<file path="src/rtl/lag_tile_sink_pkg.sv">
// Shared LAG mesh types for the tile sink: flit layout, entry parameters and
// the sink's sticky error bit indices.
package lag_tile_sink_pkg;

  localparam int unsigned FLIT_ID_W = 8;
  localparam int unsigned COORD_W   = 4;
  localparam int unsigned HOPS_W    = 8;
  localparam int unsigned DATA_W    = 16;

  localparam int unsigned router_num_pls_on_entry = 1;

  // Sticky error vector layout of lag_tile_sink.err
  localparam int unsigned SINK_ERR_OVF  = 0;
  localparam int unsigned SINK_ERR_SEQ  = 1;
  localparam int unsigned SINK_ERR_DEST = 2;
  localparam int unsigned SINK_ERR_W    = 3;

  typedef struct packed {
    logic valid;
    logic tail;
  } flit_control_t;

  typedef struct packed {
    logic [FLIT_ID_W-1:0] flit_id;
    logic [COORD_W-1:0]   xdest;
    logic [COORD_W-1:0]   ydest;
    logic [HOPS_W-1:0]    hops;
  } flit_debug_t;

  typedef struct packed {
    flit_control_t       control;
    flit_debug_t         debug;
    logic [DATA_W-1:0]   data;
  } flit_t;

endpackage

</file>
<file path="src/rtl/lag_sink_fifo.sv">
// Per-link flit buffer for the tile sink.
// Ports: clk, rst (sync, active-high), push_i/data_i write side,
//        pop_i read side, full_o/empty_o status, head_o oldest flit.
// A push into a full FIFO is accepted when a pop happens in the same cycle.
module lag_sink_fifo
  import lag_tile_sink_pkg::*;
#(
  parameter int unsigned DEPTH = 4
) (
  input  logic  clk,
  input  logic  rst,
  input  logic  push_i,
  input  flit_t data_i,
  input  logic  pop_i,
  output logic  full_o,
  output logic  empty_o,
  output flit_t head_o
);

  localparam int unsigned AW = $clog2(DEPTH);

  flit_t          mem_q [DEPTH];
  logic [AW-1:0]  wr_q;
  logic [AW-1:0]  rd_q;
  logic [AW:0]    cnt_q;
  logic           do_push;
  logic           do_pop;

  assign full_o  = (cnt_q == (AW+1)'(DEPTH));
  assign empty_o = (cnt_q == '0);
  assign head_o  = mem_q[rd_q];
  assign do_pop  = pop_i && !empty_o;
  assign do_push = push_i && (!full_o || do_pop);

  // Storage is not reset; only the pointers define what is valid.
  always_ff @(posedge clk) begin
    if (do_push) begin
      mem_q[wr_q] <= data_i;
    end
  end

  // Pointer and occupancy tracking
  always_ff @(posedge clk) begin
    if (rst) begin
      wr_q  <= '0;
      rd_q  <= '0;
      cnt_q <= '0;
    end else begin
      if (do_push) wr_q <= wr_q + AW'(1);
      if (do_pop)  rd_q <= rd_q + AW'(1);
      if (do_push && !do_pop) begin
        cnt_q <= cnt_q + (AW+1)'(1);
      end else if (!do_push && do_pop) begin
        cnt_q <= cnt_q - (AW+1)'(1);
      end
    end
  end

endmodule

</file>
<file path="src/rtl/lag_tile_sink.sv">
// Ejection-side consumer of one mesh tile port.
// Buffers each link, drains one flit per cycle round-robin, returns a credit
// per drained flit, checks sequence/destination and keeps statistics.
// Ports: clk, rst (sync, active-high), flit_in per-link flits, stall tile
//        backpressure, cntrl_out credits, flit_out/flit_out_link drained
//        flit, flits_rcvd/pkts_rcvd/hop_sum counters, err sticky errors.
module lag_tile_sink
  import lag_tile_sink_pkg::*;
#(
  parameter  int unsigned global_links_num = 2,
  parameter  int unsigned BUF_DEPTH        = 4,
  parameter  int unsigned X_ID             = 0,
  parameter  int unsigned Y_ID             = 0,
  parameter  int unsigned CNT_W            = 32,
  localparam int unsigned LINK_W = (global_links_num > 1) ? $clog2(global_links_num) : 1
) (
  input  logic                                clk,
  input  logic                                rst,
  input  flit_t [global_links_num-1:0]        flit_in,
  input  logic                                stall,
  output logic  [global_links_num-1:0]        cntrl_out,
  output flit_t                               flit_out,
  output logic  [LINK_W-1:0]                  flit_out_link,
  output logic  [CNT_W-1:0]                   flits_rcvd,
  output logic  [CNT_W-1:0]                   pkts_rcvd,
  output logic  [CNT_W-1:0]                   hop_sum,
  output logic  [SINK_ERR_W-1:0]              err
);

  logic [global_links_num-1:0] push;
  logic [global_links_num-1:0] pop;
  logic [global_links_num-1:0] full;
  logic [global_links_num-1:0] empty;
  flit_t                       heads [global_links_num];

  logic [LINK_W-1:0]           rr_q;
  logic [FLIT_ID_W-1:0]        exp_q [global_links_num];
  logic [global_links_num-1:0] cntrl_q;
  flit_t                       flit_q;
  logic [LINK_W-1:0]           link_q;
  logic [CNT_W-1:0]            flits_q;
  logic [CNT_W-1:0]            pkts_q;
  logic [CNT_W-1:0]            hop_q;
  logic [SINK_ERR_W-1:0]       err_q;

  logic                        win_valid;
  logic [LINK_W-1:0]           win_idx;
  logic [LINK_W-1:0]           scan_link;
  logic [LINK_W-1:0]           rr_next;
  flit_t                       head_sel;
  logic                        seq_bad;
  logic                        dest_bad;
  logic                        ovf;

  for (genvar c = 0; c < global_links_num; c++) begin : g_link
    assign push[c] = flit_in[c].control.valid;
    assign pop[c]  = win_valid && (win_idx == LINK_W'(c));

    lag_sink_fifo #(.DEPTH(BUF_DEPTH)) u_fifo (
      .clk     (clk),
      .rst     (rst),
      .push_i  (push[c]),
      .data_i  (flit_in[c]),
      .pop_i   (pop[c]),
      .full_o  (full[c]),
      .empty_o (empty[c]),
      .head_o  (heads[c])
    );
  end

  // Round-robin: first non-empty link at or after the pointer, wrapping.
  always_comb begin
    win_valid = 1'b0;
    win_idx   = '0;
    scan_link = '0;
    if (!stall) begin
      for (int unsigned i = 0; i < global_links_num; i++) begin
        scan_link = LINK_W'((32'(rr_q) + i) % global_links_num);
        if (!win_valid && !empty[scan_link]) begin
          win_valid = 1'b1;
          win_idx   = scan_link;
        end
      end
    end
  end

  assign rr_next  = (win_idx == LINK_W'(global_links_num - 1)) ? '0 : win_idx + LINK_W'(1);
  assign head_sel = heads[win_idx];
  assign seq_bad  = (head_sel.debug.flit_id != exp_q[win_idx]);
  assign dest_bad = (head_sel.debug.xdest != COORD_W'(X_ID)) ||
                    (head_sel.debug.ydest != COORD_W'(Y_ID));
  // A popping link frees its slot in the same cycle, so only pop-less full links overflow.
  assign ovf      = |(push & full & ~pop);

  // Drain, credit, checks and statistics
  always_ff @(posedge clk) begin
    if (rst) begin
      rr_q    <= '0;
      cntrl_q <= '0;
      flit_q  <= '0;
      link_q  <= '0;
      flits_q <= '0;
      pkts_q  <= '0;
      hop_q   <= '0;
      err_q   <= '0;
      for (int unsigned c = 0; c < global_links_num; c++) begin
        exp_q[c] <= FLIT_ID_W'(1);
      end
    end else begin
      cntrl_q <= '0;
      flit_q  <= '0;
      link_q  <= '0;
      if (win_valid) begin
        flit_q           <= head_sel;
        link_q           <= win_idx;
        cntrl_q[win_idx] <= 1'b1;
        rr_q             <= rr_next;
        exp_q[win_idx]   <= head_sel.control.tail ? FLIT_ID_W'(1)
                                                  : exp_q[win_idx] + FLIT_ID_W'(1);
        flits_q          <= flits_q + CNT_W'(1);
        if (head_sel.control.tail) begin
          pkts_q <= pkts_q + CNT_W'(1);
        end
        if (head_sel.debug.flit_id == FLIT_ID_W'(1)) begin
          hop_q <= hop_q + CNT_W'(head_sel.debug.hops);
        end
        if (seq_bad)  err_q[SINK_ERR_SEQ]  <= 1'b1;
        if (dest_bad) err_q[SINK_ERR_DEST] <= 1'b1;
      end
      if (ovf) err_q[SINK_ERR_OVF] <= 1'b1;
    end
  end

  assign cntrl_out     = cntrl_q;
  assign flit_out      = flit_q;
  assign flit_out_link = link_q;
  assign flits_rcvd    = flits_q;
  assign pkts_rcvd     = pkts_q;
  assign hop_sum       = hop_q;
  assign err           = err_q;

endmodule

</file>
<file path="config.mk">
export PLATFORM = sky130hd
export DESIGN_NAME = lag_tile_sink
export DESIGN_NICKNAME = d
export VERILOG_FILES = /design/src/rtl/lag_tile_sink_pkg.sv /design/src/rtl/lag_sink_fifo.sv /design/src/rtl/lag_tile_sink.sv
export SDC_FILE = /design/constraint.sdc
export NUM_CORES = 1
export LEC_CHECK = 0
export BUFFER_PORTS_ARGS = -buffer_cell sky130_fd_sc_hd__buf_2
export CORE_MARGIN = 10
export CORE_UTILIZATION = 55
export CTS_BUF_LIST = sky130_fd_sc_hd__clkbuf_4
export DETAILED_ROUTE_END_ITERATION = 16
export HOLD_SLACK_MARGIN = 0.12
export PLACE_DENSITY_LB_ADDON = 0.1
export SLEW_MARGIN = 30
export SYNTH_ARGS = -nofsm -noshare
export SYNTH_HDL_FRONTEND = slang
export SYNTH_HIERARCHICAL = 1
export SYNTH_SLANG_ARGS = --single-unit
</file>
<file path="constraint.sdc">
create_clock -name clk -period 4.9 [get_ports clk]
set_input_delay 0.245 -clock clk [delete_from_list [all_inputs] [get_ports clk]]
set_output_delay 0.245 -clock clk [all_outputs]
set_load 0.02 [all_outputs]
</file>
# Word level (Yosys, flattened, before mapping)
# Memory sizes are Yosys's and may differ from the RTL's. A register that Yosys moved wholly into a read port is not among the register bits.
# Index checks and enable logic that the tools add are counted.
# W data, S select, Z words.
[word_totals] regBits=159 elab_cells=130 memories=3 ramBits=352 out_inout_bits=144 inputBits=87
[op_classes] addsub=14 order_cmp=5 reduce_logical=38 n_mux=38 bitwise_logic=6 eq_ne=4
[memory_table] memory="g_link[0].u_fifo.mem_q" depth=4 width=42 rd=1 rd_ports_with_merged_regs=1 wr=1 line="lag_sink_fifo.sv:22" rtl="flit_t mem_q [DEPTH];"
[memory_table] memory="g_link[1].u_fifo.mem_q" depth=4 width=42 rd=1 rd_ports_with_merged_regs=1 wr=1 line="lag_sink_fifo.sv:22"
[memory_table] memory="exp_q" depth=2 width=8 rd=1 rd_ports_with_merged_regs=0 wr=2 line="lag_tile_sink.sv:37" rtl="logic [FLIT_ID_W-1:0] exp_q [global_links_num];"
[ops] op="$mux W42" count=3
[ops] op="$add A32 B1 Y32 const B" count=2
[ops] op="$add A32 B8 Y32" count=1
[ops] op="$mux W1" count=24
[ops] op="$mux W8" count=2
[ops] op="$logic_and A1 B1 Y1" count=12
[ops] op="$mux W3" count=4
[ops] op="$logic_not A1 Y1" count=10
[ops] op="$add A2 B1 Y2 const B" count=4
[ops] op="$add A8 B1 Y8 const B" count=1
[ops] op="$eq A8 B1 Y1 const B" count=1
[ops] op="$mux W2" count=4
[ops] op="$ne A8 B8 Y1" count=1
[ops] op="$reduce_and A2 Y1" count=4
[ops] op="$reduce_bool A4 Y1" count=2
[ops] op="$reduce_or A8 Y1" count=1
[ops] op="$add A3 B1 Y3 const B" count=2
[ops] op="$eq A3 B3 Y1 const B" count=2
[ops] op="$logic_not A3 Y1" count=2
[ops] op="$lt A1 B2 Y1 const B" count=3
[ops] op="$sub A3 B1 Y3 const B" count=2
[ops] op="$and A2 B2 Y2" count=2
[ops] op="$reduce_bool A2 Y1" count=2
[ops] op="$reduce_or A2 Y1" count=2
[ops] op="other kinds (8)" count=12

# Logic depth before layout (Yosys ltp)
# Gate-level depths: netlist of run 1.
[logic_depth] depth_word=18 mapped_depth=18 ltp_nobuf=14

# By module
# The synthesis of run 1 kept the hierarchy.
[by_module_without_submodules] module="lag_sink_fifo" cells_per_inst=268 seq_area_each_um2=5225.0 instances=2 area_each_um2=6553.8
[by_module_without_submodules] module="lag_tile_sink" cells_per_inst=903 seq_area_each_um2=3363.2 instances=1 area_each_um2=7691.1

# Worst setup path before layout of run 1
# Ideal clock, no wire load.
[synth_timing] kind="register to register" startpoint="register g_link[0].u_fifo.cnt_q[0]" endpoint="register hop_q[8] (netlist: hop_sum[8])" arrival_time_ns=3.770 t_required_ns=4.830 period_less_slack_ns=3.840 stages_incl_launch_ff=18 path_buffers=5 slack_ns=1.060 setup_ns=0.070 path_cell_list="dfxtp_1 nor3_1 o21ba_2 buf_6 nand2_1 inv_1 clkbuf_1 buf_1 nand2_1 nand2_1 ha_1 nor2b_1 o2111a_1 o31ai_1 buf_2 buf_2 o21ai_0 a21oi_1"
[synth_rtl] item="from (decl)" line="lag_sink_fifo.sv:25" rtl="logic [AW:0] cnt_q;"
[synth_rtl] item="from (signal assigned)" line="lag_sink_fifo.sv:52" rtl="cnt_q <= cnt_q + (AW+1)'(1);"
[synth_rtl] item="from (signal assigned)" line="lag_sink_fifo.sv:54" rtl="cnt_q <= cnt_q - (AW+1)'(1);"
[synth_rtl] item="to (signal assigned)" line="lag_tile_sink.sv:125" rtl="hop_q <= hop_q + CNT_W'(head_sel.debug.hops);"
[synth_rtl] item="to (decl)" line="lag_tile_sink.sv:43" rtl="logic [CNT_W-1:0] hop_q;"

==> summary.txt, run 1 <==
Floorplan
  • Ports: 231
  • Site row count: 71
  • Die area: 46,000 um^2
  • Core Region: 37,500 um^2
  • Chip Width: 214 um
  • Initial Util: 0.555
  • Die height: 214 um

Clock tree
  • Reg clk slew, reported paths: 0.06 ns
  • Clk buf depth: 3
  • Worst skew pair latency: 0.83 ns
  • Hold_buf cts: 108
  • Setup Buffers After CTS: 0
  • Sinks on the clock net: 514
  • TritonCTS clock tree: yes
  • Cts repair resizes: 0
  • H-tree depth reported by CTS: 4
  • Root Buffer: clkbuf_4
  • CTS buffer count: 135

Placed design
  • Hpwl dp: 33,500 um
  • Post-Place Cell Area: 22,400 um^2
  • Final Wtd Congestion: 0.846
  • Buffers on Ports: 230
  • Place WS: 0.696 ns
  • Inst Count DP: 2,136

Synth
  • Synth top area share: 0.508
  • Post-synth EDFFs: 352
  • Syn nets: 1,550
  • Seq/Total Area, Yosys: 0.664
  • Top_reg_cell synth: edfxtp_1
  • Largest area contributor in the netlist: edfxtp_1
  • Cell variety after synth: 68
  • Synth Warn #: 6
  • Post-Syn Area: 20,800 um^2
  • Avg Inst Size Synth: 14.5 um^2
  • Synth top cells by count: 352 x edfxtp_1, 162 x dfxtp_1, 137 x nand2_1, 99 x a21oi_1, 89 x nor2_1
  • Synth area leaders: edfxtp_1 51%, dfxtp_1 16%, mux4_2 9.1%
  • Top-count cell post-synth: edfxtp_1
  • Synth Instances: 1,439
  • Register bit count reported by yosys: 514
  • Async SR Flop Fraction: 0

Critical path
  • Worst path depth: 15
  • Startpoint types: register
  • Worst path required time: 5.60 ns
  • R2R cell count: 15
  • Crit path buffers/inverters: 3
  • Launching point of the worst reg2reg path: g_link[0].u_fifo/cnt_q[1]
  • CP Capture Type: register
  • CP cell instances: nor3_1, o21ba_2, nand2_2, inv_1, nand2_1, nand2_1, ha_1, inv_1, fa_1, nor2b_1, o2111a_1, o31ai_2, buf_4, or4_1, a21oi_1
  • Crit-path max FO: 24
  • CP arrival: 5.05 ns
  • R2R Setup Slk: 0.55 ns
  • Critical path's slowest cell: nor3_1
  • FF-to-FF End: hop_sum[26]
  • Critical Setup Path Class: reg -> reg
  • CP max stage delay: 0.60 ns
  • Family with the most delay on the worst path: simple AND/OR/NAND/NOR gates

Pwr
  • Worst vdd ir: 0.367 mV
  • P per Cell Area: 462 nW/um^2
  • Lkg Pwr: 9.31 nW
  • Final Power: 11.7 mW

Routing
  • Drt wl/cell: 20.1 um
  • Met3 WL post-DR: 3250 um
  • Remaining antenna violation count after routing: 0
  • DRT met1 WL: 21,100 um
  • Routed WL: 50,100 um
  • Met2 wire len: 25,000 um
  • Detailed-route via count: 13,700
  • Top layer in use: met5
  • Pre-antenna DRT Iters: 5
  • Post-route DRC: 0
  • Vias per inst: 5.48
  • First-iteration detailed-routing DRC count: 1,090

STA
  • Min Tclk post-route: 4.35 ns
  • Final Max Tran Viols: 0
  • Worst Tran Pin Value: 0.876 ns
  • Final period utilization: 0.887
  • Final worst-path setup slack: 0.554 ns
  • Fmax: 230 MHz
  • Max-slew headroom: 0.416
  • Setup violations, final: 0
  • Post-route setup TNS: 0 ns
  • Hold Fails Final Rpt: 0
  • Clk_skew: 0.0507 ns
  • RSZ-0062 raised after global routing: no

Global routing
  • Initial antenna violation count: 8
  • Vias in the first global route: 14,100
  • Tot GR Track Use: 0.218
  • First-pass GRT wire length: 78,800 um
  • Largest net degree at the start of global routing: 85
  • Total global routing overflow: 0

Finish
  • Layout area overhead: 22.0%
  • Seq. cell area: 13,800 um^2
  • Share of layout cells above drive strength 1: 0.312
  • Final Cell Area: 25,400 um^2
  • Finished Layout Cells: 2,494
  • Final nets: 1,981
  • Multi-input logic area: 6520 um^2
  • Fill cells: 2,757

Hold path
  • Hold_sp: flit_in[65]
  • Min-delay worst type: in -> reg
  • Hold Path Sink: g_link[1].u_fifo/mem_q[1][23]
  • Worst Hold Depth: 2

Job
  • Max-Cap Viols: 0

Run status
  • Status: finished clean
## area by class of cell
class / instances / area share
well taps: 511 / 0.0252
clock buffers: 206 / 0.0609
repair buffers: 365 / 0.0965
flip-flops and latches: 514 / 0.545
diodes: 6 / 0.000592
multi-input cells: 829 / 0.257
clock inverters: 38 / 0.0113
inverters: 25 / 0.00370
## stage by stage
step / hold WS (ns) / utilization
detailed placement: 0.460 / 0.599
global placement: 0.457 / 0.599
CTS: 0.121 / 0.676
finish: 0.193 / 0.677
global route: 0.122 / 0.677
floorplan: 0.344 / -
## per-layer routing
| layer | vias to the layer above | global-route usage |
|---|---|---|
| li1 | 6474 | - |
| met1 | 6673 | 0.275 |
| met2 | 443 | 0.357 |
| met3 | 59 | 0.0612 |
| met4 | 6 | 0.0704 |
| met5 | - | 0 |
## registers in the layout, summed over array words and instances (netlist names), named ones only
| register | cells |
|---|---|
| g_link.u_fifo/mem_q | 336 |
| flit_out | 42 |
| flits_rcvd | 32 |
| hop_sum | 32 |
| pkts_rcvd | 32 |
| exp_q | 16 |
| g_link.u_fifo/cnt_q | 6 |
| g_link.u_fifo/rd_q | 4 |
| g_link.u_fifo/wr_q | 4 |
| err | 3 |
| cntrl_out | 2 |
| rr_q | 1 |
## worst max path at each step
stage	start	to	slack, ns
5_1_grt	g_link[0].u_fifo/cnt_q[1]	hop_sum[31]	0.22
6_report	g_link[0].u_fifo/cnt_q[1]	hop_sum[26]	0.55
2_1_floorplan	g_link[0].u_fifo/cnt_q[0]	hop_sum[8]	1.06
3_3_place_gp	g_link[0].u_fifo/cnt_q[0]	hop_sum[31]	0.82
3_5_place_dp	g_link[0].u_fifo/cnt_q[0]	g_link[1].u_fifo/cnt_q[2]	0.70
4_1_cts	g_link[0].u_fifo/cnt_q[1]	hop_sum[26]	0.62
## kinds of logic after synthesis
group,after synthesis,synth area share
flops,514,0.664
simple gates,439,0.111
compound gates,192,0.0562
mux,102,0.101
buf+inv,96,0.0226
xor+xnor,72,0.0303
fa+ha+maj,24,0.0155
## power breakdown
group / total [mW] / internal, mW / switching, mW
clock: 3.86 / 2.14 / 1.72
combinational: 2.43 / 0.953 / 1.47
sequential: 5.44 / 5.17 / 0.274
total: 11.7 / 8.26 / 3.47
## cell usage in the layout (no fill, tap or decap), types with 27 or more instances in the layout
| cell type | instances |
|---|---|
| buf_2 | 229 |
| dfxtp_1 | 158 |
| o21ai_0 | 27 |
| a21oi_1 | 99 |
| dlygate4sd3_1 | 108 |
| xnor2_1 | 35 |
| edfxtp_1 | 352 |
| clkbuf_4 | 206 |
| nor2_1 | 89 |
| mux4_2 | 84 |
| nand3_1 | 38 |
| buf_4 | 27 |
| nand4_1 | 28 |
| nand2_1 | 136 |
| xor2_1 | 37 |
Power figures use the tool's default switching activity.
==> inputs of run 2 (changes only) <==
--- a/config.mk
+++ b/config.mk
@@ -6,6 +6,7 @@
 export NUM_CORES = 1
 export LEC_CHECK = 0
 export BUFFER_PORTS_ARGS = -buffer_cell sky130_fd_sc_hd__buf_2
+export CORE_ASPECT_RATIO = 0.9
 export CORE_MARGIN = 10
 export CORE_UTILIZATION = 55
 export CTS_BUF_LIST = sky130_fd_sc_hd__clkbuf_4
==> summary.txt, run 2 (synthesis gave the netlist of run 1 again) <==
Placed design
  • Post-Place Cell Area: 22,400 um^2 (about the same)
  • Buffers on Ports: 230 (unchanged)
  • Final Wtd Congestion: 0.866 (was 0.846)
  • Hpwl dp: 33,900 um (was 33,500 um)

Global routing
  • Tot GR Track Use: 0.223 (was 0.218)
  • Routing usage on met3: 0.0690 (was 0.0612)
  • Met2 usage: 0.359 (was 0.357)
  • Met1 Track Usage GR: 0.281 (was 0.275)
  • Largest net degree at the start of global routing: 87 (was 85)
  • GR peak layer: met2 (unchanged)
  • Initial antenna violation count: 6 (was 8)
  • Total global routing overflow: 0 (unchanged)
  • Vias in the first global route: 13,900 (was 14,100)
  • First-pass GRT wire length: 79,200 um (was 78,800 um)

Clock tree
  • Reg clk slew, reported paths: 0.07 ns (was 0.06 ns)
  • Clk buf depth: 3 (unchanged)
  • CTS buffer count: 131 (was 135)
  • Cts repair resizes: 0 (unchanged)
  • H-tree depth reported by CTS: 4 (unchanged)
  • Worst skew pair latency: 0.86 ns (was 0.83 ns)
  • Root Buffer: clkbuf_4 (unchanged)
  • Hold_buf cts: 117 (was 108)
  • TritonCTS clock tree: yes (unchanged)
  • Setup Buffers After CTS: 0 (unchanged)
  • Sinks on the clock net: 514 (unchanged)

STA
  • Min Hold Slack: 0.198 ns (was 0.193 ns)
  • Final Max Tran Viols: 0 (unchanged)
  • Min Tclk post-route: 4.15 ns (was 4.35 ns)
  • Max-slew headroom: 0.379 (was 0.416)
  • Post-route setup TNS: 0 ns (unchanged)
  • RSZ-0062 raised after global routing: no (unchanged)
  • Setup violations, final: 0 (unchanged)
  • Worst Tran Pin Value: 0.928 ns (was 0.876 ns)
  • Hold Fails Final Rpt: 0 (unchanged)
  • Fmax: 241 MHz (was 230 MHz)
  • Clk_skew: 0.0769 ns (was 0.0507 ns)
  • Final period utilization: 0.846 (was 0.887)

Floorplan
  • Ports: 231 (unchanged)
  • Core Region: 37,300 um^2 (was 37,500 um^2)
  • Site row count: 67 (was 71)
  • Chip Width: 225 um (was 214 um)
  • Initial Util: 0.558 (was 0.555)
  • Die area: 46,000 um^2 (about the same)
  • Die height: 204 um (was 214 um)

Critical path
  • Critical path's slowest cell: nor3_1 (unchanged)
  • Launching point of the worst reg2reg path: g_link[0].u_fifo/cnt_q[0] (was g_link[0].u_fifo/cnt_q[1])
  • Crit path buffers/inverters: 4 (was 3)
  • Crit-path max FO: 23 (was 24)
  • CP Capture Type: register (unchanged)
  • CP max stage delay: 0.55 ns (was 0.60 ns)
  • Setup crit start: g_link[0].u_fifo/cnt_q[0] (was g_link[0].u_fifo/cnt_q[1])
  • Family with the most delay on the worst path: simple AND/OR/NAND/NOR gates (unchanged)
  • Startpoint types: register (unchanged)
  • CP arrival: 4.85 ns (was 5.05 ns)
  • Critical Setup Path Class: reg -> reg (unchanged)
  • CP cell instances: nor3_1, o21ba_2, nand2_2, inv_1, buf_4, mux2i_1, inv_1, ha_1, a211oi_1, o211ai_1, a21oi_1, buf_4, nor4b_1, mux2_2 (was nor3_1, o21ba_2, nand2_2, inv_1, nand2_1, nand2_1, ha_1, inv_1, fa_1, nor2b_1, o2111a_1, o31ai_2, buf_4, or4_1, a21oi_1)
  • Worst path required time: 5.60 ns (about the same)

Job
  • Max-Cap Viols: 0 (unchanged)

Finish
  • Layout area overhead: 22.2% (was 22.0%)
  • Max reg flops: 336 (unchanged)
  • Commonest non-fill, non-tap cell in the layout: edfxtp_1 (unchanged)
  • Top reg by flops: g_link.u_fifo/mem_q (unchanged)
  • Commonest cells after routing, fill and taps aside: 352 x edfxtp_1, 229 x buf_2, 205 x clkbuf_4 (was 352 x edfxtp_1, 229 x buf_2, 206 x clkbuf_4)
  • Fin util: 0.681 (was 0.677)
  • Share of layout cells above drive strength 1: 0.309 (was 0.312)
  • Fill cells: 2,680 (was 2,757)
  • Final nets: 1,992 (was 1,981)
  • Final Cell Area: 25,400 um^2 (about the same)

Routing
  • Drt wl/cell: 20.9 um (was 20.1 um)
  • First-iteration detailed-routing DRC count: 1,121 (was 1,090)
  • Vias per inst: 5.64 (was 5.48)
  • Routed WL: 51,700 um (was 50,100 um)
  • Pre-antenna DRT Iters: 5 (unchanged)
  • Remaining antenna violation count after routing: 0 (unchanged)
  • Post-route DRC: 0 (unchanged)
  • Detailed-route via count: 13,900 (was 13,700)

Pwr
  • Final Power: 11.7 mW (about the same)
  • P per Cell Area: 461 nW/um^2 (was 462 nW/um^2)
  • Worst vdd ir: 0.341 mV (was 0.367 mV)
  • Lkg Pwr: 9.34 nW (was 9.31 nW)

Hold path
  • Hold_sp: flit_in[15] (was flit_in[65])
  • Min-delay worst type: in -> reg (unchanged)

Run status
  • Status: finished clean (unchanged)
## run 2: cell types whose count changed in the layout (fill, tap and decap cells not counted), moves of 2 or more
cell	previous run	this run
clkinv_1	21	15
clkinv_2	3	1
clkinv_4	3	1
diode_2	6	3
dlygate4sd3_1	108	122
## run 2: worst paths after layout
kind                              endpoint  slack [ns]  cells after the start
max                            hop_sum[31]        0.75                     14
min          g_link[0].u_fifo/mem_q[2][15]        0.20                      2
max reg2reg                    hop_sum[31]        0.75                     14
min reg2reg                         err[1]        0.47                      2
## run 2: layout make-up
type,instances,area (um^2),area share
Clock inverter,28,233,0.00916
Clock buffer,205,1540,0.0605
Inverter,25,93.8,0.00369
Antenna cell,3,7.51,0.000295
Timing Repair Buffer,380,2600,0.102
Multi-Input combinational cell,829,6530,0.257
Tap cell,483,604,0.0238
Sequential cell,514,13800,0.544
## run 2: power by group
group          leakage (nW)  total [mW]  switching, mW  internal, mW
clock network          1.05        3.82           1.71          2.11
registers              4.56        5.46          0.290          5.17
logic                  3.73        2.44           1.47         0.968
total                  9.34        11.7           3.47          8.25
## run 2: routing by layer
metal  share of wire  routed length, um
met1            0.42              21400
met2            0.49              25300
met3           0.074               3820
met4           0.020               1050
met5         0.00062                 32
## run 2: metrics by stage
step / instances / setup slack [ns]
2_1_floorplan: 1439 / 1.06
3_5_place_dp: 2109 / 0.780
6_report: 2467 / 0.753
5_1_grt: 2467 / 0.453
4_1_cts: 2459 / 0.769
3_3_place_gp: 2109 / 0.918
## run 2: worst reg2reg max path, stage by stage, from the launching register on
cell and delay [ns]:
dfxtp_1 0.37, nor3_1 0.55, o21ba_2 0.37, nand2_2 0.11
inv_1 0.12, buf_4 0.21, mux2i_1 0.49, inv_1 0.10
ha_1 0.31, a211oi_1 0.08, o211ai_1 0.31, a21oi_1 0.11
buf_4 0.22, nor4b_1 0.33, mux2_2 0.37
